==> src/rtl/complex_mult_sched.sv <==
// ---------------------------------------------------------------------------
// complex_mult_sched
//
// Round-robin front end for one shared complex multiplier. Up to C_NCH
// requesters each offer an operand pair over valid/ready. At most one pair
// per cycle is issued to the multiplier, tagged with its channel. Results
// come back with that tag, and any valid/tag misalignment is flagged.
//
// Ports
//   I_clk, I_rst_n                    clock, async active-low reset
//   I_ch_en[C_NCH]                    per-channel enable
//   I_req_v[C_NCH]                    per-channel request valid
//   O_req_ready[C_NCH]                one-hot-or-zero grant (combinational)
//   I_req_d1i/d1q/d2i/d2q             flattened per-channel operands
//   O_mult_d1i/d1q/d2i/d2q, O_mult_v  registered operands to the multiplier
//   I_mult_i/q, I_mult_v              multiplier result
//   O_dout_i/q, O_dout_ch, O_dout_v   registered, tagged result
//   O_err                             sticky tag-alignment error
// ---------------------------------------------------------------------------
module complex_mult_sched #(
    parameter int C_NCH          = 4,
    parameter int C_DIN_WIDTH    = 18,
    parameter int C_DOUT_WIDTH   = 32,
    parameter int C_MULT_LATENCY = 2,
    localparam int C_CHW         = (C_NCH > 2) ? $clog2(C_NCH) : 1
) (
    input  logic                          I_clk,
    input  logic                          I_rst_n,
    input  logic [C_NCH-1:0]              I_ch_en,
    input  logic [C_NCH-1:0]              I_req_v,
    output logic [C_NCH-1:0]              O_req_ready,
    input  logic [C_NCH*C_DIN_WIDTH-1:0]  I_req_d1i,
    input  logic [C_NCH*C_DIN_WIDTH-1:0]  I_req_d1q,
    input  logic [C_NCH*C_DIN_WIDTH-1:0]  I_req_d2i,
    input  logic [C_NCH*C_DIN_WIDTH-1:0]  I_req_d2q,
    output logic [C_DIN_WIDTH-1:0]        O_mult_d1i,
    output logic [C_DIN_WIDTH-1:0]        O_mult_d1q,
    output logic [C_DIN_WIDTH-1:0]        O_mult_d2i,
    output logic [C_DIN_WIDTH-1:0]        O_mult_d2q,
    output logic                          O_mult_v,
    input  logic [C_DOUT_WIDTH-1:0]       I_mult_i,
    input  logic [C_DOUT_WIDTH-1:0]       I_mult_q,
    input  logic                          I_mult_v,
    output logic [C_DOUT_WIDTH-1:0]       O_dout_i,
    output logic [C_DOUT_WIDTH-1:0]       O_dout_q,
    output logic [C_CHW-1:0]              O_dout_ch,
    output logic                          O_dout_v,
    output logic                          O_err
);

    function automatic int wrap_ch(input int v);
        return (v >= C_NCH) ? v - C_NCH : v;
    endfunction

    logic [C_CHW-1:0]        ptr_q, ptr_d;
    logic [C_NCH-1:0]        elig;
    logic [C_NCH-1:0]        grant;
    logic                    grant_any;
    logic [C_CHW-1:0]        grant_ch;
    logic                    xfer;

    logic [C_DIN_WIDTH-1:0]  mult_d1i_q, mult_d1i_d;
    logic [C_DIN_WIDTH-1:0]  mult_d1q_q, mult_d1q_d;
    logic [C_DIN_WIDTH-1:0]  mult_d2i_q, mult_d2i_d;
    logic [C_DIN_WIDTH-1:0]  mult_d2q_q, mult_d2q_d;
    logic                    mult_v_q, mult_v_d;
    logic [C_CHW-1:0]        issue_ch_q, issue_ch_d;

    logic                    tag_v_q  [C_MULT_LATENCY];
    logic                    tag_v_d  [C_MULT_LATENCY];
    logic [C_CHW-1:0]        tag_ch_q [C_MULT_LATENCY];
    logic [C_CHW-1:0]        tag_ch_d [C_MULT_LATENCY];

    logic [C_DOUT_WIDTH-1:0] dout_i_q, dout_i_d;
    logic [C_DOUT_WIDTH-1:0] dout_q_q, dout_q_d;
    logic [C_CHW-1:0]        dout_ch_q, dout_ch_d;
    logic                    dout_v_q, dout_v_d;
    logic                    err_q, err_d;

    // Scan order ptr, ptr+1, ... ; the outer loop is the scan position so the
    // first eligible channel in rotation order wins.
    always_comb begin
        elig      = I_req_v & I_ch_en;
        grant     = '0;
        grant_any = 1'b0;
        grant_ch  = '0;
        for (int i = 0; i < C_NCH; i++) begin
            for (int j = 0; j < C_NCH; j++) begin
                if (!grant_any && elig[j] && (j == wrap_ch(int'(ptr_q) + i))) begin
                    grant[j]  = 1'b1;
                    grant_any = 1'b1;
                    grant_ch  = C_CHW'(j);
                end
            end
        end
    end

    assign O_req_ready = I_rst_n ? grant : '0;
    assign xfer        = |(I_req_v & O_req_ready);

    always_comb begin
        ptr_d      = xfer ? C_CHW'(wrap_ch(int'(grant_ch) + 1)) : ptr_q;
        mult_v_d   = xfer;
        mult_d1i_d = mult_d1i_q;
        mult_d1q_d = mult_d1q_q;
        mult_d2i_d = mult_d2i_q;
        mult_d2q_d = mult_d2q_q;
        issue_ch_d = issue_ch_q;
        if (xfer) begin
            mult_d1i_d = I_req_d1i[int'(grant_ch)*C_DIN_WIDTH +: C_DIN_WIDTH];
            mult_d1q_d = I_req_d1q[int'(grant_ch)*C_DIN_WIDTH +: C_DIN_WIDTH];
            mult_d2i_d = I_req_d2i[int'(grant_ch)*C_DIN_WIDTH +: C_DIN_WIDTH];
            mult_d2q_d = I_req_d2q[int'(grant_ch)*C_DIN_WIDTH +: C_DIN_WIDTH];
            issue_ch_d = grant_ch;
        end
    end

    // The issue register {mult_v, issue_ch} is the head of the tag pipe; the
    // C_MULT_LATENCY stages behind it put the last tag in the same cycle the
    // multiplier presents I_mult_v for that operand pair.
    always_comb begin
        tag_v_d[0]  = mult_v_q;
        tag_ch_d[0] = issue_ch_q;
        for (int s = 1; s < C_MULT_LATENCY; s++) begin
            tag_v_d[s]  = tag_v_q[s-1];
            tag_ch_d[s] = tag_ch_q[s-1];
        end
    end

    always_comb begin
        dout_v_d  = I_mult_v;
        dout_i_d  = I_mult_v ? I_mult_i : dout_i_q;
        dout_q_d  = I_mult_v ? I_mult_q : dout_q_q;
        dout_ch_d = I_mult_v ? tag_ch_q[C_MULT_LATENCY-1] : dout_ch_q;
        err_d     = err_q | (I_mult_v != tag_v_q[C_MULT_LATENCY-1]);
    end

    always_ff @(posedge I_clk or negedge I_rst_n) begin
        if (!I_rst_n) begin
            ptr_q      <= '0;
            mult_d1i_q <= '0;
            mult_d1q_q <= '0;
            mult_d2i_q <= '0;
            mult_d2q_q <= '0;
            mult_v_q   <= 1'b0;
            issue_ch_q <= '0;
            for (int s = 0; s < C_MULT_LATENCY; s++) begin
                tag_v_q[s]  <= 1'b0;
                tag_ch_q[s] <= '0;
            end
            dout_i_q   <= '0;
            dout_q_q   <= '0;
            dout_ch_q  <= '0;
            dout_v_q   <= 1'b0;
            err_q      <= 1'b0;
        end else begin
            ptr_q      <= ptr_d;
            mult_d1i_q <= mult_d1i_d;
            mult_d1q_q <= mult_d1q_d;
            mult_d2i_q <= mult_d2i_d;
            mult_d2q_q <= mult_d2q_d;
            mult_v_q   <= mult_v_d;
            issue_ch_q <= issue_ch_d;
            for (int s = 0; s < C_MULT_LATENCY; s++) begin
                tag_v_q[s]  <= tag_v_d[s];
                tag_ch_q[s] <= tag_ch_d[s];
            end
            dout_i_q   <= dout_i_d;
            dout_q_q   <= dout_q_d;
            dout_ch_q  <= dout_ch_d;
            dout_v_q   <= dout_v_d;
            err_q      <= err_d;
        end
    end

    assign O_mult_d1i = mult_d1i_q;
    assign O_mult_d1q = mult_d1q_q;
    assign O_mult_d2i = mult_d2i_q;
    assign O_mult_d2q = mult_d2q_q;
    assign O_mult_v   = mult_v_q;
    assign O_dout_i   = dout_i_q;
    assign O_dout_q   = dout_q_q;
    assign O_dout_ch  = dout_ch_q;
    assign O_dout_v   = dout_v_q;
    assign O_err      = err_q;

endmodule
==> config.mk <==
export PLATFORM = sky130hd
export DESIGN_NAME = complex_mult_sched
export DESIGN_NICKNAME = d
export VERILOG_FILES = /design/src/rtl/complex_mult_sched.sv
export SDC_FILE = /design/constraint.sdc
export NUM_CORES = 1
export LEC_CHECK = 0
export BUFFER_PORTS_ARGS = -buffer_cell sky130_fd_sc_hd__buf_2
export CORE_AREA = 5 5 197 199
export DETAILED_ROUTE_END_ITERATION = 10
export DIE_AREA = 0 0 202 204
export PLACE_DENSITY = 0.49
export SYNTH_ARGS = -nofsm -noshare
export SYNTH_HDL_FRONTEND = slang
export SYNTH_SLANG_ARGS = --single-unit
==> constraint.sdc <==
create_clock -name I_clk -period 2.7 [get_ports I_clk]
set_input_delay 0.54 -clock I_clk [delete_from_list [all_inputs] [get_ports I_clk]]
set_output_delay 0.54 -clock I_clk [all_outputs]
set_load 0.005 [all_outputs]
# Yosys cells after proc, flatten, opt, wreduce, memory -nomap -nowiden

Cells that the tools add are included.

Output and inout bits: 145
Latch bits: 0
Register bits: 151
Bits in writable memories: 0
Memories: 0
Bits in read-only memories: 0
Logic and storage cells: 153
Input port bits: 363

Reductions and logical operators: 51
Divide/modulo/power cells: 0
Multiplexer cells: 51
Equality and inequality tests: 13
Shift operators: 4
Multipliers: 1
Magnitude comparators: 5
Bitwise operators: 3
$add $sub $neg: 9

Operator list:

| operator              | number |
|---|---|
| $eq A3 B32 Y1 const A | 8 |
| $shiftx A72 B32 Y18   | 3 |
| $eq A2 B32 Y1 const A | 4 |
| $logic_not A32 Y1     | 4 |
| $mux W32              | 4 |
| $shiftx A72 B8 Y18    | 1 |
| $logic_and A1 B1 Y1   | 31 |
| $mux W1               | 31 |
| $mux W2               | 15 |
| $logic_not A1 Y1      | 15 |
| $ge A3 B3 Y1 const B  | 4 |
| $sub A3 B3 Y4 const B | 3 |
| $and A4 B4 Y4         | 2 |
| $add A2 B1 Y3 const B | 2 |
| $add A2 B2 Y3 const B | 2 |
| $mul A2 B4 Y6 const B | 1 |
| $mux W4               | 1 |
| $reduce_or A4 Y1      | 1 |
| $sub A2 B3 Y4 const B | 1 |
| $ge A2 B3 Y1 const B  | 1 |
| $sub A2 B1 Y2 const B | 1 |
| $ne A1 B1 Y1          | 1 |
| $or A1 B1 Y1          | 1 |

# Longest topological paths before layout

Gate-level depths: netlist (run 1).

Depth after elaboration: 68
Depth in mapped cells: 8
Depth with buffers taken out: 6

# Worst setup path before layout (run 1)

Ideal clock, no wire load.

Path kind: in2reg
Start point: in I_req_v[1]
End point: reg mult_d1i_q[0] (netlist: O_mult_d1i[0])
Buffers on the path: 3
Arrival: 1840 ps
Setup slack: 729 ps
Required time: 2568 ps
Cell stages on the path: 8
Cells stage by stage: nand2_1 a32o_1 a211oi_2 buf_4 buf_12 buf_8 mux2i_1 o221ai_2

Cells in the longest elaborated chain, start to end: 63
Elaborated cells between the ends (all ways): 94
Classes of those cells: mul: 1; shift: 1; mux: 45; bitwise: 2; reduce/logical: 45

RTL lines:

| item                                                                   | RTL line | text |
|---|---|---|
| start: declaration                                                     | 30       | `input logic [C_NCH-1:0] I_req_v,` |
| parallel branches: the longest is 63 deep, another holds $and A4 B4 Y4 | -        |  |
| end signal: assignment                                                 | 158      | `mult_d1i_q <= mult_d1i_d;` |
| end: declaration                                                       | 62       | `logic [C_DIN_WIDTH-1:0] mult_d1i_q, mult_d1i_d;` |

Parallel ways; which one is timed is not known.
A chain may end at the register's enable or synchronous reset.

# Worst setup path in the final report (run 1)

Start point: reg ptr_q[0]
End point: out O_req_ready[0]

Cells in the longest elaborated chain, start to end: 54
Elaborated cells between the ends (all ways): 81
Classes of those cells: add/sub: 7; order compare: 4; eq/ne: 9; mux: 20; reduce/logical: 41

RTL lines:

| item                                          | RTL line | text |
|---|---|---|
| start: declaration                            | 55       | `logic [C_CHW-1:0] ptr_q, ptr_d;` |
| start signal: assignment                      | 157      | `ptr_q <= ptr_d;` |
| $sub A2 B3 Y4 or $ge A2 B3 Y1 (tied branches) | 52       | `return (v >= C_NCH) ? v - C_NCH : v;` |
| $mux W32                                      | 52       |  |
| $logic_not A32 Y1                             | 89       | `if (!grant_any && elig[j] && (j == wrap_ch(int'(ptr_q) + i))) begin` |
| $logic_and A1 B1 Y1                           | 89       |  |
| $mux W1                                       | 89       |  |
| $logic_not A1 Y1                              | 89       |  |
| $logic_and A1 B1 Y1 (2 in a row)              | 89       |  |
| $mux W1                                       | 89       |  |
| [35 not listed]                               | -        |  |
| $mux W1                                       | 89       |  |
| $logic_not A1 Y1                              | 89       |  |
| $logic_and A1 B1 Y1 (2 in a row)              | 89       |  |
| $mux W1                                       | 89       |  |
| $logic_not A1 Y1                              | 89       |  |
| $logic_and A1 B1 Y1 (2 in a row)              | 89       |  |
| $mux W1 *                                     | 89       |  |
| $mux W4 *                                     | 98       | `assign O_req_ready = I_rst_n ? grant : '0;` |
| end: declaration                              | 31       | `output logic [C_NCH-1:0] O_req_ready,` |

Mark *: on every way between the ends. The rest lies on a longest branch, timed or not.

==> results by group, run 1 <==
Finish
  – Final Cell Area: 11600 µm²
  – # diodes: 0
  – Layout area overhead: 45.4%
  – Fill cell count: 3812
  – Final Net Count: 1467
  – Layout cells sized above 1: 0.628

Synthesis
  – Count leader, synth: dfrtp_1
  – Async SR Flop Fraction: 1.00
  – Main synth FF type: dfrtp_1
  – Yosys cell types: 37
  – Post-Syn Instances: 601
  – Yosys warnings: 0
  – Synthesized Nets: 964
  – Synth Cell Area: 7990 µm²
  – Top cells by count, synth: 151 x dfrtp_1, 144 x mux2i_1, 84 x nand2_1, 69 x o221ai_2, 66 x mux2_2
  – Post-synthesis sequential area ratio: 0.473
  – Post-synthesis register bit count: 151
  – Largest cells by area after synthesis: dfrtp_1 47%, mux2i_1 18%, o221ai_2 13%, mux2_2 9.3%, nand2_1 3.9%
  – Yosys top cell by area: dfrtp_1
  – Mapped Avg Cell Area: 13.3 µm²
  – Post-synth EDFFs: 0
  – Share of the synthesized area in the top cell type: 0.473

GRT
  – Initial antenna violation count: 0
  – Met1 Use GR: 0.165
  – Busiest grt layer: met2
  – Largest net degree at the start of global routing: 120
  – First-pass GRT wire length: 43700 µm
  – Global Route Usage Sum: 0.137
  – Met2 usage: 0.235
  – Vias in the first global route: 7527
  – Grt total ovfl: 0
  – GRT met3 Usage: 0.0351

Floorplan
  – Core ar.: 37000 µm²
  – Site row count: 71
  – Die Height: 204 µm
  – # IOs: 508
  – Die area: 41200 µm²
  – Initial cell density of the core: 0.216
  – Die width: 202 µm

CTS
  – Clock Latency Late Sink: 440 ps
  – CTS tree: done
  – Worst-path clk slew: 60 ps
  – Htree depth: 4
  – Clock sink total: 151
  – Post-CTS Setup Repair Bufs: 0
  – Cts repair resizes: 0
  – Clock root cell: clkbuf_16
  – Hold_buf cts: 0
  – CTS Buf Count: 17
  – CTS Buffer Depth: 2

Critical path
  – R2R depth: 7
  – R2R setup slack: 390 ps
  – CP arrival: 1960 ps
  – Crit-path slowest cell: dfrtp_1
  – CP Capture Type: output port
  – CP peak stage delay: 480 ps
  – Critical Path Source Type: flip-flop
  – Worst setup path class: flip-flop to output port
  – Worst path cell trace: nand3b_2 -> a221oi_1 -> nor3_1 -> and2_1 -> buf_2
  – RR Endpoint: O_mult_d2i[14]
  – R2R Path Start: ptr_q[0]
  – Crit path required time: 2160 ps
  – Worst Path Max Fanout: 7

Placed design
  – Number of port buffers: 507
  – Detailed Place HPWL: 22400 µm
  – Routability cong.: 0.804
  – Placed Area: 11100 µm²

Power and ir drop
  – Leak pwr: 5.69 nW
  – PwrDens: 636 nW/µm²
  – Worst vdd ir: 316 µV

Timing
  – Clock Skews: 12.6 ps
  – Post-route minimum period: 2500 ps
  – Final setup vio count: 0
  – Worst slew margin: 0.489
  – Setup TNS: 0 ps
  – Pins Over Slew Limit: 0
  – Worst-Margin Slew: 766 ps
  – Final hold violation count: 0
  – Final period util: 0.926
  – RSZ-0062 raised after global routing: false
  – F_max: 400 MHz

Status
  – Outcome: complete, no violations

Drt
  – Routed Antenna Nets: 0
  – Via density: 4.34
  – Drt drc: 0
  – Via count: 6898
  – Final wirelength: 28900 µm
  – Initial DRC Count: 240
  – Drt pass-1 iters: 5
  – Per-cell routed wire length: 18.2 µm

Hold path
  – Worst Hold Class: input pin to async pin

Flow run
  – Number of max-cap violations: 0
metrics by stage:
| stage | worst slack, ps | total power, mW | std cells | utilization | hold slack, ps |
|---|---|---|---|---|---|
| floorplan | 729 | 4.13 | 601 | - | 244 |
| global placement | 208 | 5.17 | 1559 | 0.299 | 333 |
| detailed placement | 199 | 5.17 | 1559 | 0.299 | 343 |
| CTS | 127 | 7.57 | 1591 | 0.314 | 248 |
| global route | 39.2 | 7.86 | 1591 | 0.314 | 281 |
| finish | 201 | 7.39 | 1591 | 0.314 | 226 |
flip-flops by register name, indices dropped and copies added, names as in the netlist, 18 cells and up:
register    count
O_dout_i       32
O_mult_d2i     18
O_mult_d1i     18
O_mult_d2q     18
O_mult_d1q     18
O_dout_q       32
power by group:
group	internal [mW]	leakage, nW	switching (mW)
clock network	1.32	0.271	0.993
logic	1.11	3.58	1.09
registers	2.67	1.83	0.216
cells in the final DEF, fill, tap and decap left out, types with 2 or more instances in the layout:
cell        instances
clkinvlp_4          2
nor3b_1             2
nor2_1              4
nand3_1             3
mux2i_1           144
clkbuf_1            3
buf_2             506
o221ai_2           69
a21oi_1             3
clkinv_4            2
a31oi_1             2
clkinv_2            3
buf_4              15
mux2_2             66
clkbuf_8            2
buf_12             10
dfrtp_1           151
a41oi_1             2
o221ai_1            3
clkbuf_16          17
and2_1              3
nand2_1            84
inv_6               2
metal layers:
metal	vias to the layer above	wire, µm
li1	3274	-
met1	3318	11900
met2	272	14700
met3	34	1670
met4	0	627
met5	-	0
area by class of cell:
cell class / count / area (µm²) / area share
timing repair buffer: 532 / 2860 / 0.246
multi-input combinational: 401 / 3830 / 0.330
sequential: 151 / 3780 / 0.325
clock inverter: 10 / 95.1 / 0.00818
clock buffer: 22 / 464 / 0.0399
inverter: 1 / 3.75 / 0.000323
tap: 474 / 593 / 0.0510
kinds of logic after synthesis:
kind of cell / synth area share
muxes: 0.273
DFF: 0.473
and+or+nand+nor: 0.0529
AOI/OAI and AO/OA: 0.149
buffers and inverters: 0.0506
xor gates and xnor gates: 0.00110
critical path: cells and delay by family, from the launching register on:
| family | cells | cell delay, ps |
|---|---|---|
| and+or+nand+nor | 3 | 830 |
| DFF | 1 | 480 |
| buffers and inverters | 1 | 120 |
| AOI/OAI and AO/OA | 1 | 90 |
how the worst max path moves through the flow:
stage,from,cells past startpoint,slack [ps],end
after floorplan,I_req_v[1],8,730,O_mult_d1i[0]
after global placement,I_ch_en[1],8,210,O_mult_d2i[2]
after detailed placement,I_ch_en[1],8,200,O_mult_d2i[2]
after CTS,ptr_q[0],5,130,O_req_ready[0]
after global routing,ptr_q[0],5,40,O_req_ready[0]
final,ptr_q[0],5,200,O_req_ready[0]
(Power assumes the default switching activity.)
==> run 2, diff against run 1 <==
==> constraint.sdc (replaced) <==
create_clock -name I_clk -period 3.24 [get_ports I_clk]
set_input_delay 0.648 -clock I_clk [delete_from_list [all_inputs] [get_ports I_clk]]
set_output_delay 0.648 -clock I_clk [all_outputs]
set_load 0.005 [all_outputs]
==> run 2 against run 1 <==
Against the previous run: final area decreased by 0.31%; critical path depth unchanged; largest cell class unchanged; power decreased by 15%; critical path type unchanged; via count shrank 0.54%; sequential share of layout area is 0.10 points higher.
==> results by group, run 2 (same netlist as run 1, synthesis figures left out) <==
CTS
  – Clock sink total: 151
  – Htree depth: 4
  – Hold_buf cts: 0
  – Cts repair resizes: 0
  – Clock Latency Late Sink: 430 ps
  – Worst-path clk slew: 70 ps
  – CTS Buffer Depth: 2
  – CTS Buf Count: 17
  – CTS tree: done
  – Post-CTS Setup Repair Bufs: 0
  – Clock root cell: clkbuf_16

Floorplan
  – Die area: 41200 µm²
  – Initial cell density of the core: 0.216
  – Die width: 202 µm
  – Die Height: 204 µm
  – Core ar.: 37000 µm²
  – Site row count: 71
  – # IOs: 508

Timing
  – Final setup vio count: 0
  – Worst slew margin: 0.545
  – Min setup slack post-route: 506 ps
  – Hold Slack: 156 ps
  – Post-route minimum period: 2730 ps
  – Pins Over Slew Limit: 0
  – Final hold violation count: 0
  – Final period util: 0.844
  – F_max: 366 MHz
  – Clock Skews: 8.11 ps
  – Setup TNS: 0 ps
  – RSZ-0062 raised after global routing: false
  – Worst-Margin Slew: 683 ps

Critical path
  – CP Capture Type: output port
  – R2R setup slack: 730 ps
  – RR Endpoint: O_mult_d2i[12]
  – Worst Path Max Fanout: 13
  – Worst setup path start: ptr_q[1]
  – Critical Path Source Type: flip-flop
  – Crit path required time: 2590 ps
  – R2R Path Start: ptr_q[1]
  – CP endpoint: O_req_ready[0]
  – R2R depth: 7
  – CP arrival: 2090 ps
  – Worst setup path class: flip-flop to output port

Power and ir drop
  – Worst vdd ir: 331 µV
  – Internal power: 4.35 mW
  – Psw: 1.95 mW
  – PwrDens: 544 nW/µm²
  – Overall power: 6.30 mW
  – Comb pwr share: 0.283
  – Clock Power Share: 0.335
  – Leak pwr: 5.65 nW
  – Seq pwr share: 0.383
  – Sw Share: 0.310

Drt
  – Via density: 4.34
  – Routed Antenna Nets: 0
  – Via count: 6861
  – Final wirelength: 28900 µm
  – Per-cell routed wire length: 18.3 µm
  – Drt pass-1 iters: 4
  – Initial DRC Count: 293
  – Drt drc: 0

Placed design
  – Place WS: 579 ps
  – Placed Cells incl. Taps: 1548
  – Number of port buffers: 507
  – Detailed Place HPWL: 22200 µm
  – Routability cong.: 0.831
  – Placed Area: 11000 µm²

GRT
  – Vias in the first global route: 7455
  – Global Route Usage Sum: 0.136
  – Grt total ovfl: 0
  – Largest net degree at the start of global routing: 120
  – Initial antenna violation count: 2
  – First-pass GRT wire length: 43800 µm

Status
  – Outcome: complete, no violations

Finish
  – Most frequent cells in the layout: 506 x buf_2, 151 x dfrtp_1, 144 x mux2i_1
  – Final Net Count: 1456
  – Final Cell Area: 11600 µm²
  – Layout area overhead: 45.0%
  – # diodes: 0
  – Commonest non-fill, non-tap cell in the layout: buf_2
  – Fin util: 0.313
  – Non-Filler Instances: 1580
  – Layout cells sized above 1: 0.625

Hold path
  – Worst Hold Class: input pin to async pin

Flow run
  – Number of max-cap violations: 0
run 2: power by group through the flow:
stage	combinational (mW)	clock [mW]	sequential [mW]
4_1_cts	1.83	2.20	2.42
5_1_grt	1.96	2.29	2.46
2_1_floorplan	0.996	0	2.45
3_3_place_gp	1.81	0	2.44
3_5_place_dp	1.83	0	2.44
6_report	1.78	2.11	2.41
run 2: area by class of cell:
class | count | area, µm²
clock buffers | 19 | 433
clock inverters | 13 | 173
flip-flops and latches | 151 | 3780
well taps | 474 | 593
fillers | 3833 | 25500
multi-input cells | 401 | 3830
repair buffers | 521 | 2770
inverters | 1 | 3.75
run 2: layer usage:
| layer | global-route usage | vias up | part of all wire | routed length (µm) |
|---|---|---|---|---|
| met4 | 0.0398 | 4 | 0.015 | 438 |
| met5 | 0 | - | 0.00073 | 21 |
| met3 | 0.0414 | 28 | 0.072 | 2080 |
| met1 | 0.170 | 3289 | 0.41 | 12000 |
| met2 | 0.227 | 280 | 0.50 | 14400 |
| li1 | - | 3260 | - | - |
run 2: worst max-delay path: stages (launching register included):
cell and delay (ps):
dfrtp_1 530, nor2_1 250, a221oi_1 70, nor3_1 470, and2_1 210, buf_2 110
run 2: worst min path at each step:
| stage | cells after the start | from | to |
|---|---|---|---|
| after global routing | 1 | I_rst_n | O_mult_d2q[11] |
| after CTS | 1 | I_rst_n | O_dout_q[28] |
| after floorplan | 0 | tag_ch_d[0] | tag_ch_q[0] |
| after global placement | 0 | tag_ch_d[1] | tag_ch_q[1] |
| final | 1 | I_rst_n | O_dout_q[30] |
| after detailed placement | 0 | tag_ch_d[1] | tag_ch_q[1] |
==> run 3, diff against run 2 <==
--- a/config.mk
+++ b/config.mk
@@ -6,10 +6,10 @@
 export NUM_CORES = 1
 export LEC_CHECK = 0
 export BUFFER_PORTS_ARGS = -buffer_cell sky130_fd_sc_hd__buf_2
-export CORE_AREA = 5 5 197 199
+export CORE_AREA = 5 5 193 195
 export DETAILED_ROUTE_END_ITERATION = 10
-export DIE_AREA = 0 0 202 204
-export PLACE_DENSITY = 0.49
+export DIE_AREA = 0 0 198 200
+export PLACE_DENSITY = 0.52
 export SYNTH_ARGS = -nofsm -noshare
 export SYNTH_HDL_FRONTEND = slang
 export SYNTH_SLANG_ARGS = --single-unit
==> constraint.sdc (replaced) <==
create_clock -name I_clk -period 2.25 [get_ports I_clk]
set_input_delay 0.45 -clock I_clk [delete_from_list [all_inputs] [get_ports I_clk]]
set_output_delay 0.45 -clock I_clk [all_outputs]
set_load 0.005 [all_outputs]
==> run 3 against run 2 <==
Against the previous run: count of clock-buffer cells in the layout rose by 1; utilization increased by 2.7 points; clock skew grew 3.2 ps; non-clock buffer count rose by 36; flip-flop and latch count unchanged; final cell count rose by 1.5%; sequential share of layout area fell by 1.0 points; hold slack lost 92 ps; worst setup slack worse by 410 ps; first-iteration DRC count down 34%; sequential power increased by 44%; clock power up 53%; critical endpoint is now O_req_ready[1].
==> results by group, run 3 (same netlist as run 1, synthesis figures left out) <==
Status
  – Outcome: complete, no violations

Power and ir drop
  – PwrDens: 791 nW/µm²
  – Worst vdd ir: 495 µV
  – Leak pwr: 5.88 nW

Timing
  – F_max: 465 MHz
  – Worst slew margin: 0.479
  – RSZ-0062 raised after global routing: false
  – Final period util: 0.955
  – Final hold violation count: 0
  – Clock Skews: 11.3 ps
  – Post-route minimum period: 2150 ps
  – Setup TNS: 0 ps
  – Final setup vio count: 0
  – Worst-Margin Slew: 781 ps
  – Pins Over Slew Limit: 0

Finish
  – Layout cells sized above 1: 0.643
  – Footprint of the multi-input gates: 3860 µm²
  – Fill cell count: 3612
  – Layout area overhead: 49.7%
  – Final Net Count: 1492
  – Register area: 3780 µm²
  – Most frequent cells in the layout: 506 x buf_2, 150 x dfrtp_1, 143 x mux2i_1
  – Non-Filler Instances: 1604
  – Commonest non-fill, non-tap cell in the layout: buf_2

CTS
  – Htree depth: 4
  – Clock Latency Late Sink: 440 ps
  – CTS Buf Count: 17
  – CTS tree: done
  – CTS Buffer Depth: 2
  – Clock root cell: clkbuf_16
  – Clock sink total: 151
  – Worst-path clk slew: 70 ps

Hold path
  – Worst Hold Class: input pin to async pin

Critical path
  – Worst Path Buf+Inv: 3
  – R2R Path Start: ptr_q[0]
  – CP peak stage delay: 390 ps
  – Crit-path slowest cell: dfrtp_1
  – Delay-heaviest family, CP: flip-flops
  – CP arrival: 1700 ps
  – CP Capture Type: output port
  – Worst setup path class: flip-flop to output port
  – Critical Path Source Type: flip-flop
  – Crit path required time: 1800 ps
  – Worst Path Max Fanout: 6
  – Worst path cell trace: buf_6 -> nand3_1 -> a21oi_2 -> a211oi_2 -> buf_4 -> and2_1 -> buf_2
  – Worst setup path start: ptr_q[1]

Drt
  – Final wirelength: 29600 µm
  – Initial DRC Count: 194
  – Via count: 6937
  – Per-cell routed wire length: 18.5 µm
  – Routed Antenna Nets: 0
  – Drt drc: 0
  – Via density: 4.32
  – Drt pass-1 iters: 4

GRT
  – Grt total ovfl: 0
  – Largest net degree at the start of global routing: 137
  – Initial antenna violation count: 2
  – First-pass GRT wire length: 43700 µm
  – Vias in the first global route: 7627
  – Global Route Usage Sum: 0.143

Placed design
  – Placed Cells incl. Taps: 1565
  – Detailed Place HPWL: 23500 µm
  – Routability cong.: 0.795
  – Number of port buffers: 507

Floorplan
  – Initial cell density of the core: 0.227
  – Site row count: 69
  – Die area: 39600 µm²
  – Die Height: 200 µm
  – # IOs: 508
  – Die width: 198 µm
  – Core ar.: 35200 µm²

Flow run
  – Number of max-cap violations: 0
## run 3: changes by cell type in the layout (fill, tap and decap cells not counted), sizes merged
cell / before / now
inv: 4 / 5
diode: 0 / 1
clkinv: 5 / 3
clkinvlp: 2 / 1
dlygate4sd3: 0 / 1
clkbuf: 19 / 20
bufinv: 3 / 4
buf: 521 / 556
## run 3: metrics by stage
stage	power, mW	cell area [µm²]	hold slack (ps)	util	setup slack, ps
2_1_floorplan	4.96	7990	154	-	369
3_3_place_gp	6.26	11200	323	0.319	15.6
3_5_place_dp	6.28	11200	322	0.319	12.6
4_1_cts	9.62	11900	42.7	0.338	28.4
5_1_grt	10.0	12000	65.9	0.340	3.64
6_report	9.46	12000	64.1	0.340	101
## run 3: cell type report
cell class,instances,share of cell area
antenna,1,0.000209
clock buffer,20,0.0390
clock inverter,12,0.0157
inverter,1,0.000314
multi-input combinational,401,0.323
sequential,151,0.316
tap,461,0.0482
timing repair buffer,557,0.258
## run 3: worst reg2reg max path, cell delays in order (launching register included)
cell and delay [ps]:
dfrtp_2 420, nor2_1 90, a32o_1 300, a211oi_4 280, buf_12 260, buf_12 250, mux2i_1 270, o221ai_2 120
## run 3: worst paths after layout
check	to	slack [ps]	cells past startpoint
worst max-delay path	O_req_ready[1]	100	7
worst min-delay path	issue_ch_q[0]	60	2
worst max register to register	O_mult_d2i[3]	140	7
worst min register to register	tag_ch_q[1]	350	0
max in group asynchronous	O_mult_d2q[3]	1330	2
min in group I_clk	O_dout_i[0]	240	2
## run 3: layer usage
metal	GRT usage	up-vias	wire (µm)
met5	0	-	13
met4	0.0413	2	422
met3	0.0389	25	2300
met2	0.256	293	15200
met1	0.168	3300	11700
li1	-	3317	-
## run 3: power by group
part / internal, mW / switching (mW)
sequential: 3.20 / 0.274
clock: 1.97 / 1.26
combinational: 1.43 / 1.33
total: 6.60 / 2.86
## run 3: what timing repair did
action                     CTS  global route
pin swaps                    1             2
gates resized for setup      3             5
setup endpoints to repair    2             2
hold endpoints to repair     6             0
setup buffers                0             5
hold buffers                 1             0
cloned                       0             0
